==> config.mk <==
export PLATFORM = sky130hd
export DESIGN_NAME = score_bcd_converter
export DESIGN_NICKNAME = d
export VERILOG_FILES = /design/src/rtl/score_bcd_converter.sv
export SDC_FILE = /design/constraint.sdc
export NUM_CORES = 1
export LEC_CHECK = 0
export ABC_CLOCK_PERIOD_IN_PS = 4000
export CAP_MARGIN = 0
export CORE_MARGIN = 10
export CORE_UTILIZATION = 55
export DETAILED_ROUTE_END_ITERATION = 8
export PLACE_DENSITY_LB_ADDON = 0.1
export SETUP_SLACK_MARGIN = 0.5
export SKIP_CTS_REPAIR_TIMING = 1
export SYNTH_ARGS = -nofsm -noshare
export SYNTH_HDL_FRONTEND = slang
export SYNTH_SLANG_ARGS = --single-unit
export TNS_END_PERCENT = 50
==> constraint.sdc <==
create_clock -name clk -period 4 [get_ports clk]
set_input_delay 0.4 -clock clk [delete_from_list [all_inputs] [get_ports clk]]
set_output_delay 0.4 -clock clk [all_outputs]
set_load 0.01 [all_outputs]
==> src/rtl/score_bcd_converter.sv <==
// score_bcd_converter: 32-bit binary to DIGITS-digit BCD, one double-dabble iteration per cycle (33-cycle latency).
// Define BCD_LEADING_BLANK_EN to replace leading zero digits with 4'hF in bcd_out.
module score_bcd_converter #(
  parameter int DIGITS = 8
) (
  input  logic                clk,
  input  logic                rst,
  input  logic                start,
  input  logic [31:0]         bin_in,
  output logic                busy,
  output logic                done,
  output logic [4*DIGITS-1:0] bcd_out,
  output logic                overflow
);
  function automatic logic [31:0] max_val(input int n);
    logic [31:0] r;
    r = 32'd1;
    for (int i = 0; i < n; i++) r = r * 32'd10;
    return r - 32'd1;
  endfunction
  localparam logic [31:0] MAX = max_val(DIGITS);
  typedef enum logic [1:0] {IDLE, SHIFT, DONE} state_t;
  state_t state_q, state_d;
  logic [31:0] op_q, op_d;
  logic [4*DIGITS-1:0] scr_q, scr_d, adj, fmt, bcd_q, bcd_d;
  logic [5:0] cnt_q, cnt_d;
  logic pend_q, pend_d, busy_q, busy_d, done_q, done_d, ovf_q, ovf_d;
`ifdef BCD_LEADING_BLANK_EN
  logic nz;
`endif
  always_comb begin
    state_d = state_q;
    op_d = op_q;
    scr_d = scr_q;
    cnt_d = cnt_q;
    pend_d = pend_q;
    busy_d = busy_q;
    done_d = 1'b0;
    bcd_d = bcd_q;
    ovf_d = ovf_q;
    for (int i = 0; i < DIGITS; i++)
      adj[4*i+:4] = scr_q[4*i+:4] >= 4'd5 ? scr_q[4*i+:4] + 4'd3 : scr_q[4*i+:4];
    fmt = scr_q;
`ifdef BCD_LEADING_BLANK_EN
    nz = 1'b0;
    for (int i = DIGITS - 1; i > 0; i--) begin
      nz = nz | (scr_q[4*i+:4] != 4'd0);
      fmt[4*i+:4] = nz ? scr_q[4*i+:4] : 4'hF;
    end
`endif
    case (state_q)
      IDLE: if (start) begin
        state_d = SHIFT;
        op_d = bin_in > MAX ? MAX : bin_in;
        pend_d = bin_in > MAX;
        scr_d = '0;
        cnt_d = '0;
        busy_d = 1'b1;
      end
      SHIFT: begin
        scr_d = {adj[4*DIGITS-2:0], op_q[31]};
        op_d = {op_q[30:0], 1'b0};
        cnt_d = cnt_q + 6'd1;
        if (cnt_q == 6'd31) state_d = DONE;
      end
      DONE: begin
        bcd_d = fmt;
        ovf_d = pend_q;
        done_d = 1'b1;
        busy_d = 1'b0;
        state_d = IDLE;
      end
      default: begin
        state_d = IDLE;
        busy_d = 1'b0;
      end
    endcase
  end
  always_ff @(posedge clk or posedge rst) begin
    if (rst) begin
      state_q <= IDLE;
      op_q <= '0;
      scr_q <= '0;
      cnt_q <= '0;
      pend_q <= 1'b0;
      busy_q <= 1'b0;
      done_q <= 1'b0;
      bcd_q <= '0;
      ovf_q <= 1'b0;
    end else begin
      state_q <= state_d;
      op_q <= op_d;
      scr_q <= scr_d;
      cnt_q <= cnt_d;
      pend_q <= pend_d;
      busy_q <= busy_d;
      done_q <= done_d;
      bcd_q <= bcd_d;
      ovf_q <= ovf_d;
    end
  end
  assign busy = busy_q;
  assign done = done_q;
  assign bcd_out = bcd_q;
  assign overflow = ovf_q;
endmodule

==> results.sh <==
export IMPL_grt_pass1_vias=3662
export IMPL_post_route_period_util_pct=49.37
export IMPL_core_area_um2=8763
export IMPL_synthCells=421
export IMPL_wl_per_cell_um=17.02
export IMPL_io_buffers=69
export IMPL_cts_root_buf="clkbuf_8"
export IMPL_drv_slew=0
export IMPL_nets=531
export IMPL_cp_start_kind="input port"
export IMPL_async_reset_ff_share_pct=100.0
export IMPL_worst_ep_required_time_ns=4.25
export IMPL_fp_dieW_um=115.0
export IMPL_antenna_found_initial=0
export IMPL_fmax_ghz=0.5063
export IMPL_synth_top_area_share_pct=54.42
export IMPL_yosys_area_top_type="dfrtp_1"
export IMPL_cts_sinks=108
export IMPL_slew_headroom_pct=29.31
export IMPL_synth_area_per_cell_um2=11.80
export IMPL_worst_skew_pair_late_latency_ns=0.36
export IMPL_syn_nets=473
export IMPL_drc_errors=0
export IMPL_design_area_um2=5928
export IMPL_numCtsBuffers=9
export IMPL_nFillCells=682
export IMPL_netlist_area_um2=4966
export IMPL_leakage_nw=2.694
export IMPL_grt_start_max_net_pins=65
export IMPL_start_util_pct=56.67
export IMPL_p_total_mw=3.899
export IMPL_tns_ns=0
export IMPL_drive_above_1_share_pct=15.50
export IMPL_grt_pass1_wl_mm=17.42
export IMPL_yosys_warnings=0
export IMPL_diodes=0
export IMPL_status="finished clean"
export IMPL_htree_num_levels=3
export IMPL_critical_path_arrival_ns=2.22
export IMPL_worstSetupEndpointType="register"
export IMPL_ant_nets=0
export IMPL_drv_cap=0
export IMPL_globalplace_congestion=0.7730
export IMPL_grt_usage_pct=15.87
export IMPL_drt_iter0_markers=162
export IMPL_hpwl_mm=6.764
export IMPL_period_needed_ns=1.975
export IMPL_finalClockSkew_ns=0.01431
export IMPL_drtPass1Iterations=4
export IMPL_finalHoldViolCount=0
export IMPL_fin_cells=592
export IMPL_grt_overflow_total=0
export IMPL_cp_max_fo=42
export IMPL_hp_start="op_q[28]$_DFFE_PP0P_"
export IMPL_vias_per_cell=5.831
export IMPL_row_count=34
export IMPL_dp_cells=576
export IMPL_synth_edf_count=0
export IMPL_r2r_start="state_q[0]$_DFFE_PP0P_"
export IMPL_area_delta_synth_final_pct=19.38
export IMPL_worstMarginPinSlew_ns=1.058
export IMPL_synthTopCellsByArea="dfrtp_1, mux2_2, ha_1"
export IMPL_place_area_um2=5704
export IMPL_clk_path_buf_depth=2
export IMPL_powerDensity_nw_per_um2=657.8
export IMPL_wl_mm=10.07
export IMPL_die_h_um=115.0
export IMPL_setup_ws_ns=2.025
export IMPL_critical_path_class="in -> reg"
export IMPL_dieArea_um2=13230
export IMPL_vias=3452
export IMPL_ys_seq_area_share_pct=54.42
export IMPL_synth_top_flop_cell="dfrtp_1"
export IMPL_holdCritPathClass="reg -> reg"
export IMPL_synth_distinct_cells=42
export IMPL_crit_start="start"
export IMPL_rsz0062_at_grt="no"
export IMPL_io_pins=70
export IMPL_dp_slack_ns=1.691
export IMPL_synth_seq_cells=108
export IMPL_cts_tree="yes"
export IMPL_clk_pin_slew_worst_paths_ns=0.10
export IMPL_irDropWorstVdd_uv=400.3
export IMPL_finalSetupViolations=0
## routing by layer
| layer | routed length [µm] | part of all wire [%] | up-vias | track usage (%) |
|---|---|---|---|---|
| met2 | 5054 | 50 | 73 | 27.10 |
| met5 | 0 | 0 | - | 0 |
| li1 | - | - | 1648 | - |
| met1 | 4435 | 44 | 1718 | 19.80 |
| met4 | 138 | 1.4 | 0 | 4.620 |
| met3 | 446 | 4.4 | 13 | 3.333 |
## cells by family (layout without fill, tap and decap cells)
family,after synthesis,in the layout,synth area share [%]
AOI/OAI and AO/OA,130,130,18.32
xor gates and xnor gates,14,14,2.469
adders and majority gates,17,17,4.283
buffers and inverters,63,126,5.543
DFF,108,108,54.42
muxes,42,42,9.423
and+or+nand+nor,47,47,5.543
## cells in the mapped netlist, types with 2 or more instances
cell type,instances
dfrtp_1,108
inv_1,38
mux2_2,38
o22ai_1,28
o21ai_0,20
a31oi_1,18
a22o_1,17
ha_1,17
buf_2,16
nand2_1,14
a21oi_1,12
nand2b_1,9
a32o_1,8
o31ai_1,8
xnor2_1,8
a31o_2,7
clkbuf_1,6
nor2_1,6
xor2_1,6
o32ai_1,5
mux2i_1,4
nor3b_1,3
buf_6,2
nand3_1,2
nor2b_1,2
nor4_2,2
o21ai_1,2
## sequential cells by signal (all words and copies together), names as in the netlist
| register | count |
|---|---|
| bcd_out | 32 |
| fmt | 32 |
| op_q | 32 |
| cnt_q | 6 |
| state_q | 2 |
| busy | 1 |
| done | 1 |
| overflow | 1 |
| pend_q | 1 |
## metrics by stage
stage | util (%) | hold WS, ns
floorplan | - | 0.4494
global placement | 65.09 | 0.4672
detailed placement | 65.09 | 0.4860
CTS | 67.65 | 0.5019
global route | 67.65 | 0.5283
finish | 67.65 | 0.4993
## placed cells by master, fill, tap and decap left out, types with 2 or more instances in the layout
master	n
o21ai_1	2
nor3b_1	3
nand3_1	2
a31o_2	7
o32ai_1	5
mux2_2	38
o31ai_1	8
dfrtp_1	108
o21ai_0	20
buf_4	3
nand2_1	14
a21oi_1	12
nand2b_1	8
xor2_1	6
a31oi_1	18
inv_1	37
clkdlybuf4s50_1	69
mux2i_1	4
xnor2_1	8
clkbuf_8	10
bufinv_16	2
a22o_1	17
nor4_2	2
o22ai_1	28
clkinv_2	2
ha_1	17
nor2_1	5
a32o_1	8
## cell type report
type                            count  area, µm²  area share, %
Clock inverter                      6      86.33          1.456
Clock buffer                       10      137.6          2.322
Sequential cell                   108       2703          45.59
Timing Repair Buffer               72      713.2          12.03
Multi-Input combinational cell    250       2008          33.88
Tap cell                          108      135.1          2.279
Inverter                           38      145.1          2.448
## report_power, final
| group | internal [mW] | switching, mW | leakage (nW) |
|---|---|---|---|
| sequential | 1.46 | 0.293 | 1.39 |
| combinational | 0.726 | 0.679 | 1.19 |
| clock | 0.370 | 0.368 | 0.113 |
## path summary, 6_finish.rpt
| check | slack (ns) | end | depth (start not counted) |
|---|---|---|---|
| setup / recovery | 2.03 | fmt[23]$_DFFE_PP0P_ | 5 |
| min in group asynchronous | 0.52 | bcd_out[2]$_DFFE_PP0P_ | 2 |
| max in group asynchronous | 2.63 | op_q[4]$_DFFE_PP0P_ | 3 |
| hold reg to reg | 0.50 | op_q[29]$_DFFE_PP0P_ | 1 |
| hold / removal | 0.50 | op_q[29]$_DFFE_PP0P_ | 1 |
| setup reg to reg | 2.03 | fmt[23]$_DFFE_PP0P_ | 4 |
## critical path, cell delays in order
cell and delay (ns):
clkdlybuf4s50_1 0.49, nor2_1 0.08, nor2_4 0.80, o31ai_1 0.19
a32o_1 0.26
(Power assumes the default switching activity.)
